File: src/rtl/mem_bus_arbiter_if.sv
// Signal bundle between the pipeline, the arbiter and the shared SRAM-like bus.
// master = arbiter view, slave = environment (pipeline + bus slave) view. bus_err exists only with BUS_TIMEOUT_EN.
interface mem_bus_arbiter_if #(
    parameter int ADDR_W = 32,
    parameter int DATA_W = 32
);
    logic              inst_req;
    logic [ADDR_W-1:0] inst_addr;
    logic              inst_addr_ok;
    logic              inst_data_ok;
    logic [DATA_W-1:0] inst_rdata;
    logic              data_req;
    logic              data_wr;
    logic [1:0]        data_size;
    logic [ADDR_W-1:0] data_addr;
    logic [DATA_W-1:0] data_wdata;
    logic              data_addr_ok;
    logic              data_data_ok;
    logic [DATA_W-1:0] data_rdata;
    logic              bus_req;
    logic              bus_wr;
    logic [1:0]        bus_size;
    logic [ADDR_W-1:0] bus_addr;
    logic [DATA_W-1:0] bus_wdata;
    logic              bus_addr_ok;
    logic              bus_data_ok;
    logic [DATA_W-1:0] bus_rdata;
    logic              stallreq_from_if;
    logic              stallreq_from_mem;
`ifdef BUS_TIMEOUT_EN
    logic              bus_err;
`endif

    modport master (
        input  inst_req, inst_addr, data_req, data_wr, data_size, data_addr, data_wdata,
               bus_addr_ok, bus_data_ok, bus_rdata,
        output inst_addr_ok, inst_data_ok, inst_rdata, data_addr_ok, data_data_ok, data_rdata,
               bus_req, bus_wr, bus_size, bus_addr, bus_wdata, stallreq_from_if, stallreq_from_mem
`ifdef BUS_TIMEOUT_EN
        , output bus_err
`endif
    );

    modport slave (
        output inst_req, inst_addr, data_req, data_wr, data_size, data_addr, data_wdata,
               bus_addr_ok, bus_data_ok, bus_rdata,
        input  inst_addr_ok, inst_data_ok, inst_rdata, data_addr_ok, data_data_ok, data_rdata,
               bus_req, bus_wr, bus_size, bus_addr, bus_wdata, stallreq_from_if, stallreq_from_mem
`ifdef BUS_TIMEOUT_EN
        , input bus_err
`endif
    );
endinterface

File: src/rtl/mem_bus_arbiter.sv
// Fetch/data arbiter onto one SRAM-like port, one transaction in flight, data has priority.
// Optional data-phase watchdog enabled by defining BUS_TIMEOUT_EN.
module mem_bus_arbiter #(
    parameter int ADDR_W         = 32,
    parameter int DATA_W         = 32,
    parameter int TIMEOUT_CYCLES = 255
) (
    input  logic              clk,
    input  logic              resetn,
    mem_bus_arbiter_if.master bif
);
    typedef enum logic [2:0] {IDLE, I_ADDR, I_DATA, D_ADDR, D_DATA} state_t;

    state_t            state, nextState;
    logic              reqQ, wrQ;
    logic [1:0]        sizeQ;
    logic [ADDR_W-1:0] addrQ;
    logic [DATA_W-1:0] wdataQ;
    logic              inAddr, inData, timeoutHit;
    logic              instAddrOk, instDataOk, dataAddrOk, dataDataOk;

    if (TIMEOUT_CYCLES < 1 || TIMEOUT_CYCLES > 65535) begin : gBadTimeout
        $error("mem_bus_arbiter: TIMEOUT_CYCLES must be within 1..65535");
    end

    assign inAddr = (state == I_ADDR) || (state == D_ADDR);
    assign inData = (state == I_DATA) || (state == D_DATA);

`ifdef BUS_TIMEOUT_EN
    logic [15:0] waitCnt, waitCntInc;

    // Fires on the cycle whose increment would reach the limit, so a limit of N
    // ends the wait on the Nth cycle spent in *_DATA; a real data_ok wins.
    assign waitCntInc = waitCnt + 16'd1;
    assign timeoutHit = inData && !bif.bus_data_ok && (waitCntInc == 16'(TIMEOUT_CYCLES));
    assign bif.bus_err = timeoutHit;

    always_ff @(posedge clk or negedge resetn) begin
        if (!resetn)                          waitCnt <= '0;
        else if (inAddr && bif.bus_addr_ok)   waitCnt <= '0;
        else if (inData && !bif.bus_data_ok)  waitCnt <= waitCntInc;
    end
`else
    assign timeoutHit = 1'b0;
`endif

    always_ff @(posedge clk or negedge resetn) begin
        if (!resetn) state <= IDLE;
        else         state <= nextState;
    end

    always_comb begin
        nextState = state;
        case (state)
            IDLE: begin
                if (bif.data_req)      nextState = D_ADDR;
                else if (bif.inst_req) nextState = I_ADDR;
            end
            I_ADDR:  if (bif.bus_addr_ok)               nextState = I_DATA;
            D_ADDR:  if (bif.bus_addr_ok)               nextState = D_DATA;
            I_DATA:  if (bif.bus_data_ok || timeoutHit) nextState = IDLE;
            D_DATA:  if (bif.bus_data_ok || timeoutHit) nextState = IDLE;
            default: nextState = IDLE;
        endcase
    end

    always_comb begin
        instAddrOk = 1'b0;
        instDataOk = 1'b0;
        dataAddrOk = 1'b0;
        dataDataOk = 1'b0;
        case (state)
            I_ADDR:  instAddrOk = bif.bus_addr_ok;
            I_DATA:  instDataOk = bif.bus_data_ok | timeoutHit;
            D_ADDR:  dataAddrOk = bif.bus_addr_ok;
            D_DATA:  dataDataOk = bif.bus_data_ok | timeoutHit;
            default: ;
        endcase
    end

    // Payload is captured only in IDLE so requester changes mid-access are invisible to the slave.
    always_ff @(posedge clk or negedge resetn) begin
        if (!resetn) begin
            reqQ   <= 1'b0;
            wrQ    <= 1'b0;
            sizeQ  <= 2'd0;
            addrQ  <= '0;
            wdataQ <= '0;
        end else begin
            reqQ <= (nextState == I_ADDR) || (nextState == D_ADDR);
            if (state == IDLE) begin
                if (bif.data_req) begin
                    wrQ    <= bif.data_wr;
                    sizeQ  <= bif.data_size;
                    addrQ  <= bif.data_addr;
                    wdataQ <= bif.data_wdata;
                end else if (bif.inst_req) begin
                    wrQ    <= 1'b0;
                    sizeQ  <= 2'b10;
                    addrQ  <= bif.inst_addr;
                    wdataQ <= '0;
                end
            end
        end
    end

    assign bif.bus_req   = reqQ;
    assign bif.bus_wr    = wrQ;
    assign bif.bus_size  = sizeQ;
    assign bif.bus_addr  = addrQ;
    assign bif.bus_wdata = wdataQ;

    assign bif.inst_addr_ok = instAddrOk;
    assign bif.inst_data_ok = instDataOk;
    assign bif.data_addr_ok = dataAddrOk;
    assign bif.data_data_ok = dataDataOk;
    assign bif.inst_rdata   = timeoutHit ? '0 : bif.bus_rdata;
    assign bif.data_rdata   = timeoutHit ? '0 : bif.bus_rdata;

    assign bif.stallreq_from_if  = (bif.inst_req | (state == I_ADDR) | (state == I_DATA)) & ~instDataOk;
    assign bif.stallreq_from_mem = (bif.data_req | (state == D_ADDR) | (state == D_DATA)) & ~dataDataOk;
endmodule
File: src/flat_wrapper.sv
// flat-port wrapper written by rule: the top's interface ports become plain ports
module mem_bus_arbiter_flat 
#(
    parameter int ADDR_W         = 32,
    parameter int DATA_W         = 32,
    parameter int TIMEOUT_CYCLES = 255
)
  (clk, resetn, bif_inst_req, bif_inst_addr, bif_data_req, bif_data_wr, bif_data_size, bif_data_addr, bif_data_wdata, bif_bus_addr_ok, bif_bus_data_ok, bif_bus_rdata, bif_inst_addr_ok, bif_inst_data_ok, bif_inst_rdata, bif_data_addr_ok, bif_data_data_ok, bif_data_rdata, bif_bus_req, bif_bus_wr, bif_bus_size, bif_bus_addr, bif_bus_wdata, bif_stallreq_from_if, bif_stallreq_from_mem);
  mem_bus_arbiter_if #(.ADDR_W(ADDR_W), .DATA_W(DATA_W)) bif_i ();
  input  logic clk;
  input  logic resetn;
  input wire logic [$bits(bif_i.inst_req)-1:0] bif_inst_req;
  input wire logic [$bits(bif_i.inst_addr)-1:0] bif_inst_addr;
  input wire logic [$bits(bif_i.data_req)-1:0] bif_data_req;
  input wire logic [$bits(bif_i.data_wr)-1:0] bif_data_wr;
  input wire logic [$bits(bif_i.data_size)-1:0] bif_data_size;
  input wire logic [$bits(bif_i.data_addr)-1:0] bif_data_addr;
  input wire logic [$bits(bif_i.data_wdata)-1:0] bif_data_wdata;
  input wire logic [$bits(bif_i.bus_addr_ok)-1:0] bif_bus_addr_ok;
  input wire logic [$bits(bif_i.bus_data_ok)-1:0] bif_bus_data_ok;
  input wire logic [$bits(bif_i.bus_rdata)-1:0] bif_bus_rdata;
  output wire logic [$bits(bif_i.inst_addr_ok)-1:0] bif_inst_addr_ok;
  output wire logic [$bits(bif_i.inst_data_ok)-1:0] bif_inst_data_ok;
  output wire logic [$bits(bif_i.inst_rdata)-1:0] bif_inst_rdata;
  output wire logic [$bits(bif_i.data_addr_ok)-1:0] bif_data_addr_ok;
  output wire logic [$bits(bif_i.data_data_ok)-1:0] bif_data_data_ok;
  output wire logic [$bits(bif_i.data_rdata)-1:0] bif_data_rdata;
  output wire logic [$bits(bif_i.bus_req)-1:0] bif_bus_req;
  output wire logic [$bits(bif_i.bus_wr)-1:0] bif_bus_wr;
  output wire logic [$bits(bif_i.bus_size)-1:0] bif_bus_size;
  output wire logic [$bits(bif_i.bus_addr)-1:0] bif_bus_addr;
  output wire logic [$bits(bif_i.bus_wdata)-1:0] bif_bus_wdata;
  output wire logic [$bits(bif_i.stallreq_from_if)-1:0] bif_stallreq_from_if;
  output wire logic [$bits(bif_i.stallreq_from_mem)-1:0] bif_stallreq_from_mem;
  assign bif_i.inst_req = bif_inst_req;
  assign bif_i.inst_addr = bif_inst_addr;
  assign bif_i.data_req = bif_data_req;
  assign bif_i.data_wr = bif_data_wr;
  assign bif_i.data_size = bif_data_size;
  assign bif_i.data_addr = bif_data_addr;
  assign bif_i.data_wdata = bif_data_wdata;
  assign bif_i.bus_addr_ok = bif_bus_addr_ok;
  assign bif_i.bus_data_ok = bif_bus_data_ok;
  assign bif_i.bus_rdata = bif_bus_rdata;
  assign bif_inst_addr_ok = bif_i.inst_addr_ok;
  assign bif_inst_data_ok = bif_i.inst_data_ok;
  assign bif_inst_rdata = bif_i.inst_rdata;
  assign bif_data_addr_ok = bif_i.data_addr_ok;
  assign bif_data_data_ok = bif_i.data_data_ok;
  assign bif_data_rdata = bif_i.data_rdata;
  assign bif_bus_req = bif_i.bus_req;
  assign bif_bus_wr = bif_i.bus_wr;
  assign bif_bus_size = bif_i.bus_size;
  assign bif_bus_addr = bif_i.bus_addr;
  assign bif_bus_wdata = bif_i.bus_wdata;
  assign bif_stallreq_from_if = bif_i.stallreq_from_if;
  assign bif_stallreq_from_mem = bif_i.stallreq_from_mem;
  mem_bus_arbiter #(.ADDR_W(ADDR_W), .DATA_W(DATA_W), .TIMEOUT_CYCLES(TIMEOUT_CYCLES)) u_core (.clk(clk), .resetn(resetn), .bif(bif_i));
endmodule
File: config.mk
export PLATFORM = sky130hd
export DESIGN_NAME = mem_bus_arbiter_flat
export DESIGN_NICKNAME = d
export VERILOG_FILES = /design/src/rtl/mem_bus_arbiter_if.sv /design/src/rtl/mem_bus_arbiter.sv /design/src/flat_wrapper.sv
export SDC_FILE = /design/constraint.sdc
export NUM_CORES = 1
export LEC_CHECK = 0
export CORE_AREA = 2 2 106 108
export DETAILED_ROUTE_END_ITERATION = 6
export DIE_AREA = 0 0 108 110
export MAX_ROUTING_LAYER = met4
export PLACE_DENSITY = 0.8
export SKIP_CTS_REPAIR_TIMING = 1
export SKIP_LAST_GASP = 1
export SLEW_MARGIN = 20
export SYNTH_ARGS = -nofsm -noshare
export SYNTH_HDL_FRONTEND = slang
export SYNTH_SLANG_ARGS = --single-unit
File: constraint.sdc
create_clock -name clk -period 1.5 [get_ports clk]
set_input_delay 0.375 -clock clk [delete_from_list [all_inputs] [get_ports clk]]
set_output_delay 0.375 -clock clk [all_outputs]
set_load 0.02 [all_outputs]
## After elaboration in Yosys (flattened, before gate mapping)

Index checks and enable logic that the tools add are counted.
Widths: inputs -> output; s select.

- Register bits after elaboration: 71
- Latch bits: 0
- Memory bits (writable): 0
- Memory bits (read-only): 0
- Bits of input ports: 137
- Output and inout bits: 138
- Word-level logic and storage cells: 43
- Memories: 0

- Add/subtract/negate cells: 0
- Multiply operators: 0
- Divide/modulo/power cells: 0
- Magnitude comparators: 0
- Eq/ne operators: 6
- Shift-type cells: 0
- Muxes and demuxes: 18
- Bitwise operators: 8
- Reduce and logical (&&, ||, !) cells: 5

Operators with widths:

| operator | number |
|---|---|
| $mux 32 | 4 |
| $mux 3 | 5 |
| $pmux 3 s4 | 1 |
| $eq 3x2->1 const B | 3 |
| $eq 3x1->1 const B | 2 |
| $mux 1 | 6 |
| $mux 2 | 2 |
| $or 1x1->1 | 4 |
| $eq 3x3->1 const B | 1 |
| $logic_not 3->1 | 1 |
| $and 1x1->1 | 2 |
| $not 1->1 | 2 |
| $reduce_and 2->1 | 1 |
| $reduce_bool 2->1 | 1 |
| $reduce_or 2->1 | 1 |
| $logic_or 1x1->1 | 1 |

## Longest topological paths before layout

- Word-level depth: 5
- Depth in mapped cells: 6
- Mapped depth without buffers: 3

## Worst setup path after synthesis

No wires, ideal clock.

- Kind: input to register
- Start point: input bif_data_req
- End point: register u_core.addrQ[10] (netlist: u_core.bif.bus_addr[10])
- Setup time: 0.125 ns
- Data arrival time: 1.360 ns
- Data required time: 1.375 ns
- Path slack: 0.015 ns
- Cell stages on the path: 4
- Path buffers: 2
- Cell sequence: buf_2 > buf_2 > mux2_2 > mux2_2

- Cells in the longest elaborated chain, start to end: 2
- Elaborated cells on any way between the ends: 3
- Classes of those cells: mux: 1; reduce/logical: 2

RTL lines:

| what | RTL line | RTL |
|---|---|---|
| start, declared | flat_wrapper.sv:14 | `input wire logic [$bits(bif_i.data_req)-1:0] bif_data_req;` |
| $reduce_bool 2->1 (no line) | n/a |  |
| $reduce_and 2->1 (no line) | n/a |  |
| end signal, assigned | mem_bus_arbiter.sv:95 | `addrQ <= bif.data_addr;` |
| end signal, assigned | mem_bus_arbiter.sv:100 | `addrQ <= bif.inst_addr;` |
| end, declared | mem_bus_arbiter.sv:17 | `logic [ADDR_W-1:0] addrQ;` |

Parallel ways exist; a longest one is shown, timed or not.
A chain may end at the register's enable or synchronous reset.

## Worst setup path in the final report

- Start point: input bif_bus_data_ok
- End point: output bif_stallreq_from_if

- Cells in the longest elaborated chain, start to end: 3

RTL lines:

| what | RTL line | RTL |
|---|---|---|
| start, declared | flat_wrapper.sv:20 | `input wire logic [$bits(bif_i.bus_data_ok)-1:0] bif_bus_data_ok;` |
| $mux 1 | mem_bus_arbiter.sv:72 | `case (state)` |
| $not 1->1 | mem_bus_arbiter.sv:120 | `assign bif.stallreq_from_if = (bif.inst_req \| (state == I_ADDR) \| (state == I_DATA)) & ~instDataOk;` |
| $and 1x1->1 | mem_bus_arbiter.sv:120 |  |
| end, declared | flat_wrapper.sv:33 | `output wire logic [$bits(bif_i.stallreq_from_if)-1:0] bif_stallreq_from_if;` |

No other way between the ends.

==> metrics.txt <==
# TYPE chip_impl_metric gauge
chip_impl_info{name="run_status",value="finished, violations left"} 1
chip_impl_info{name="violations",value="setup timing"} 1
chip_impl_metric{name="die_w",unit="um"} 108
chip_impl_metric{name="critPathMaxFanout",unit=""} 5
chip_impl_metric{name="critical_path_buf_inv_count",unit=""} 2
chip_impl_metric{name="rows",unit=""} 38
chip_impl_info{name="timing.critical_path.cells",value="clkdlybuf4s50_1 > a21oi_2 > o22a_1 > buf_6"} 1
chip_impl_metric{name="netlist_area",unit="mm2"} 0.00357
chip_impl_metric{name="synth_seq_area_share",unit="%"} 49.8
chip_impl_metric{name="clk_latency",unit="ns"} 0.35
chip_impl_metric{name="gp_congestion",unit=""} 0.854
chip_impl_metric{name="min_period",unit="ns"} 1.74
chip_impl_metric{name="achievable-frequency",unit="GHz"} 0.575
chip_impl_metric{name="vdd_drop_max",unit="V"} 0.000956
chip_impl_metric{name="cts-buffers-inserted",unit=""} 9
chip_impl_info{name="end_kind",value="primary output"} 1
chip_impl_metric{name="ioPinCount",unit=""} 275
chip_impl_metric{name="max_slew_margin",unit="%"} 72.8
chip_impl_metric{name="drt_drc_violations_left",unit=""} 0
chip_impl_metric{name="placement.io_buffers",unit=""} 178
chip_impl_metric{name="ff_latch_count_synth",unit=""} 71
chip_impl_info{name="cts_tree",value="yes"} 1
chip_impl_metric{name="post_route_cell_area",unit="mm2"} 0.00591
chip_impl_metric{name="vias_after_detailed_routing",unit=""} 2675
chip_impl_metric{name="postSynthCellCount",unit=""} 282
chip_impl_metric{name="skew",unit="ns"} 0.0151
chip_impl_metric{name="worst-endpoint-arrival",unit="ns"} 1.37
chip_impl_metric{name="maxCapViolations",unit=""} 0
chip_impl_metric{name="largest_net_degree_at_the_start_of_global_routing",unit=""} 36
chip_impl_metric{name="maximum_cell_stage_delay_along_the_critical_path",unit="ns"} 0.56
chip_impl_metric{name="final-seq-area",unit="mm2"} 0.00178
chip_impl_metric{name="vias_in_the_first_global_route",unit=""} 2791
chip_impl_info{name="critPathLaunchType",value="input pin"} 1
chip_impl_metric{name="ctsLongestPathBuffers",unit=""} 2
chip_impl_info{name="setup_repair_after_global_routing_missed_its_margin",value="yes"} 1
chip_impl_metric{name="total_leakage_power",unit="nW"} 3.24
chip_impl_info{name="critical_path.slowest_cell",value="sky130_fd_sc_hd__clkdlybuf4s50_1"} 1
chip_impl_metric{name="finish.net_count",unit=""} 565
chip_impl_metric{name="placed_cell_area",unit="mm2"} 0.00516
chip_impl_metric{name="core_region_area",unit="mm2"} 0.0107
chip_impl_metric{name="globalRouteOverflowTotal",unit=""} 0
chip_impl_info{name="timing.setup.critical_path_class",value="in -> out"} 1
chip_impl_metric{name="initial_core_util",unit="%"} 33.4
chip_impl_metric{name="die_h",unit="um"} 110
chip_impl_metric{name="global_route.usage.total",unit="%"} 15.3
chip_impl_metric{name="area_growth_syn_to_layout",unit="%"} 65.7
chip_impl_metric{name="area_occupied_by_multi_input_gates",unit="mm2"} 0.00126
chip_impl_metric{name="power.density",unit="mW/mm2"} 1900
chip_impl_metric{name="place_ws",unit="ns"} -0.633
chip_impl_metric{name="grt_pass1_wl",unit="um"} 13600
chip_impl_metric{name="finalHoldViolCount",unit=""} 0
chip_impl_metric{name="synth_nets",unit=""} 419
chip_impl_metric{name="detail-route-antenna-nets",unit=""} 0
chip_impl_metric{name="detail_route.wl_per_cell",unit="um"} 17.3
chip_impl_metric{name="finalWorstSetupSlack",unit="ns"} -0.240
chip_impl_metric{name="critical_path_required",unit="ns"} 1.12
chip_impl_metric{name="final-setup-viol-count",unit=""} 75
chip_impl_metric{name="antenna-diode-count",unit=""} 0
chip_impl_info{name="clock_tree.root_cell",value="sky130_fd_sc_hd__clkbuf_8"} 1
chip_impl_metric{name="clock_sinks",unit=""} 71
chip_impl_info{name="gate_family_responsible_for_the_most_delay_along_the_worst_path",value="buffers and inverters"} 1
chip_impl_metric{name="detail_route.iter0.violations",unit=""} 67
chip_impl_metric{name="finalMaxSlewViolations",unit=""} 0
chip_impl_metric{name="cts_htree_levels",unit=""} 3
chip_impl_metric{name="wirelength",unit="um"} 9920
chip_impl_metric{name="detail_route.first_pass.iterations",unit=""} 4
chip_impl_metric{name="synth_cell_types",unit=""} 25
chip_impl_metric{name="detailed_place_hpwl",unit="um"} 6970
chip_impl_metric{name="post_route_cells_drive_above_1_share",unit="%"} 32.3
chip_impl_metric{name="worst_setup_hold_path_clk_slew",unit="ns"} 0.09
chip_impl_metric{name="via_per_inst",unit=""} 4.67
chip_impl_metric{name="mapped_avg_cell_area",unit="um2"} 12.7
chip_impl_metric{name="die_area",unit="mm2"} 0.0119
chip_impl_metric{name="layout.filler_cells",unit=""} 899
chip_impl_metric{name="finalCritPeriodShare",unit="%"} 116
chip_impl_metric{name="synthesis_warnings",unit=""} 0
chip_impl_metric{name="initial_antenna_violation_count",unit=""} 0
chip_impl_metric{name="transition_time_at_the_pin_with_the_least_slew_margin",unit="ns"} 0.408
chip_impl_info{name="min_path_type",value="reg -> reg"} 1
==> cells in the final DEF, fill, tap and decap left out, types with 2 or more instances in the layout <==
| cell | instances |
|---|---|
| sky130_fd_sc_hd__a21oi_2 | 2 |
| sky130_fd_sc_hd__a22o_1 | 34 |
| sky130_fd_sc_hd__buf_12 | 5 |
| sky130_fd_sc_hd__buf_4 | 19 |
| sky130_fd_sc_hd__buf_6 | 8 |
| sky130_fd_sc_hd__buf_8 | 4 |
| sky130_fd_sc_hd__clkbuf_16 | 7 |
| sky130_fd_sc_hd__clkbuf_8 | 9 |
| sky130_fd_sc_hd__clkdlybuf4s50_1 | 102 |
| sky130_fd_sc_hd__dfrtp_1 | 70 |
| sky130_fd_sc_hd__dlymetal6s2s_1 | 68 |
| sky130_fd_sc_hd__inv_1 | 4 |
| sky130_fd_sc_hd__inv_6 | 3 |
| sky130_fd_sc_hd__inv_8 | 2 |
| sky130_fd_sc_hd__mux2_2 | 63 |
| sky130_fd_sc_hd__nor2_4 | 2 |
| sky130_fd_sc_hd__nor2b_4 | 2 |
| sky130_fd_sc_hd__o21ai_2 | 2 |
==> through the flow <==
stage / cells / hold slack, ns / setup TNS (ns) / utilization, % / power (mW)
after global placement: 541 / 0.331 / -22.47 / 48.2 / 8.80
after global routing: 573 / 0.523 / -17.10 / 55.3 / 11.9
after detailed placement: 541 / 0.339 / -24.85 / 48.2 / 8.92
after floorplan: 282 / 0.0794 / 0 / - / 6.44
final: 573 / 0.505 / -11.83 / 55.3 / 11.2
after CTS: 557 / -0.0497 / -21.73 / 50.1 / 10.5
==> worst reg2reg max path, stage by stage, from the launching register on <==
cell and delay [ns]:
sky130_fd_sc_hd__dfrtp_2 0.47, sky130_fd_sc_hd__buf_6 0.15, sky130_fd_sc_hd__nor3_4 0.21, sky130_fd_sc_hd__o21ai_4 0.10
sky130_fd_sc_hd__buf_12 0.16, sky130_fd_sc_hd__buf_12 0.14, sky130_fd_sc_hd__buf_4 0.13, sky130_fd_sc_hd__mux2_2 0.26
==> Yosys cell counts <==
library cell / count / share of area, %
sky130_fd_sc_hd__nand3b_1: 1 / 0.21
sky130_fd_sc_hd__nand3_1: 1 / 0.14
sky130_fd_sc_hd__buf_4: 67 / 14
sky130_fd_sc_hd__xor2_1: 1 / 0.25
sky130_fd_sc_hd__nor3_4: 1 / 0.46
sky130_fd_sc_hd__nand2b_1: 1 / 0.18
sky130_fd_sc_hd__a22oi_1: 1 / 0.21
sky130_fd_sc_hd__a22o_1: 34 / 8.3
sky130_fd_sc_hd__and2_1: 1 / 0.18
sky130_fd_sc_hd__nor2_1: 4 / 0.42
sky130_fd_sc_hd__dfrtp_1: 71 / 50
sky130_fd_sc_hd__o21ai_2: 1 / 0.25
sky130_fd_sc_hd__clkbuf_1: 2 / 0.21
sky130_fd_sc_hd__buf_6: 2 / 0.63
sky130_fd_sc_hd__mux2_2: 64 / 20
sky130_fd_sc_hd__o21ai_0: 4 / 0.56
sky130_fd_sc_hd__a211o_1: 1 / 0.25
sky130_fd_sc_hd__a21oi_1: 3 / 0.42
sky130_fd_sc_hd__o22a_1: 1 / 0.25
sky130_fd_sc_hd__nand2_1: 2 / 0.21
sky130_fd_sc_hd__buf_2: 10 / 1.4
sky130_fd_sc_hd__inv_1: 4 / 0.42
sky130_fd_sc_hd__nor2b_1: 2 / 0.35
sky130_fd_sc_hd__and3b_1: 1 / 0.25
sky130_fd_sc_hd__and3_1: 2 / 0.35
==> logic make-up after synthesis <==
| kind of cell | share of synthesized area [%] |
|---|---|
| buffers and inverters | 16.8 |
| DFF | 49.8 |
| muxes | 20.2 |
| xor gates and xnor gates | 0.245 |
| and+or+nand+nor | 2.74 |
| AOI/OAI and AO/OA | 10.3 |
==> metal layers <==
| metal | vias up | global-route usage [%] | routed length, um |
|---|---|---|---|
| met2 | 158 | 26.4 | 5230 |
| met1 | 1274 | 16.7 | 3690 |
| met5 | - | - | 0 |
| met4 | 0 | 7.51 | 185 |
| li1 | 1223 | - | - |
| met3 | 20 | 3.76 | 807 |
==> layout make-up <==
cell class,count,share of cell area (%)
clock buffer,9,2.09
clock inverter,7,1.25
inverter,4,0.254
multi-input combinational,126,21.4
sequential,71,30.1
tap,140,2.96
timing repair buffer,216,42.0
==> final timing paths <==
kind,from,end,slack [ns],cells past startpoint
max,bif_bus_data_ok,bif_stallreq_from_if,-0.24,4
min,u_core.bif.bus_addr[11],u_core.bif.bus_addr[11],0.50,1
max reg2reg,u_core.state[2],u_core.bif.bus_addr[5],-0.23,7
min reg2reg,u_core.bif.bus_addr[11],u_core.bif.bus_addr[11],0.50,1
max in group asynchronous,resetn,u_core.bif.bus_addr[5],0.46,3
min in group asynchronous,resetn,u_core.bif.bus_wdata[11],0.51,2
==> where the power goes <==
group | total [mW] | internal (mW) | leakage, nW | switching (mW)
registers | 3.26 | 2.80 | 0.872 | 0.464
clock network | 1.50 | 0.658 | 0.101 | 0.838
logic | 6.48 | 3.66 | 2.27 | 2.82
total | 11.2 | 7.11 | 3.24 | 4.12
==> sequential cells by signal, indices dropped and copies added (netlist names) <==
name and cells:
u_core.bif.bus_size 2, u_core.state 3, u_core.bif.bus_addr 32, u_core.bif.bus_wr 1, u_core.bif.bus_req 1, u_core.bif.bus_wdata 32
Power figures use the tool's default switching activity.
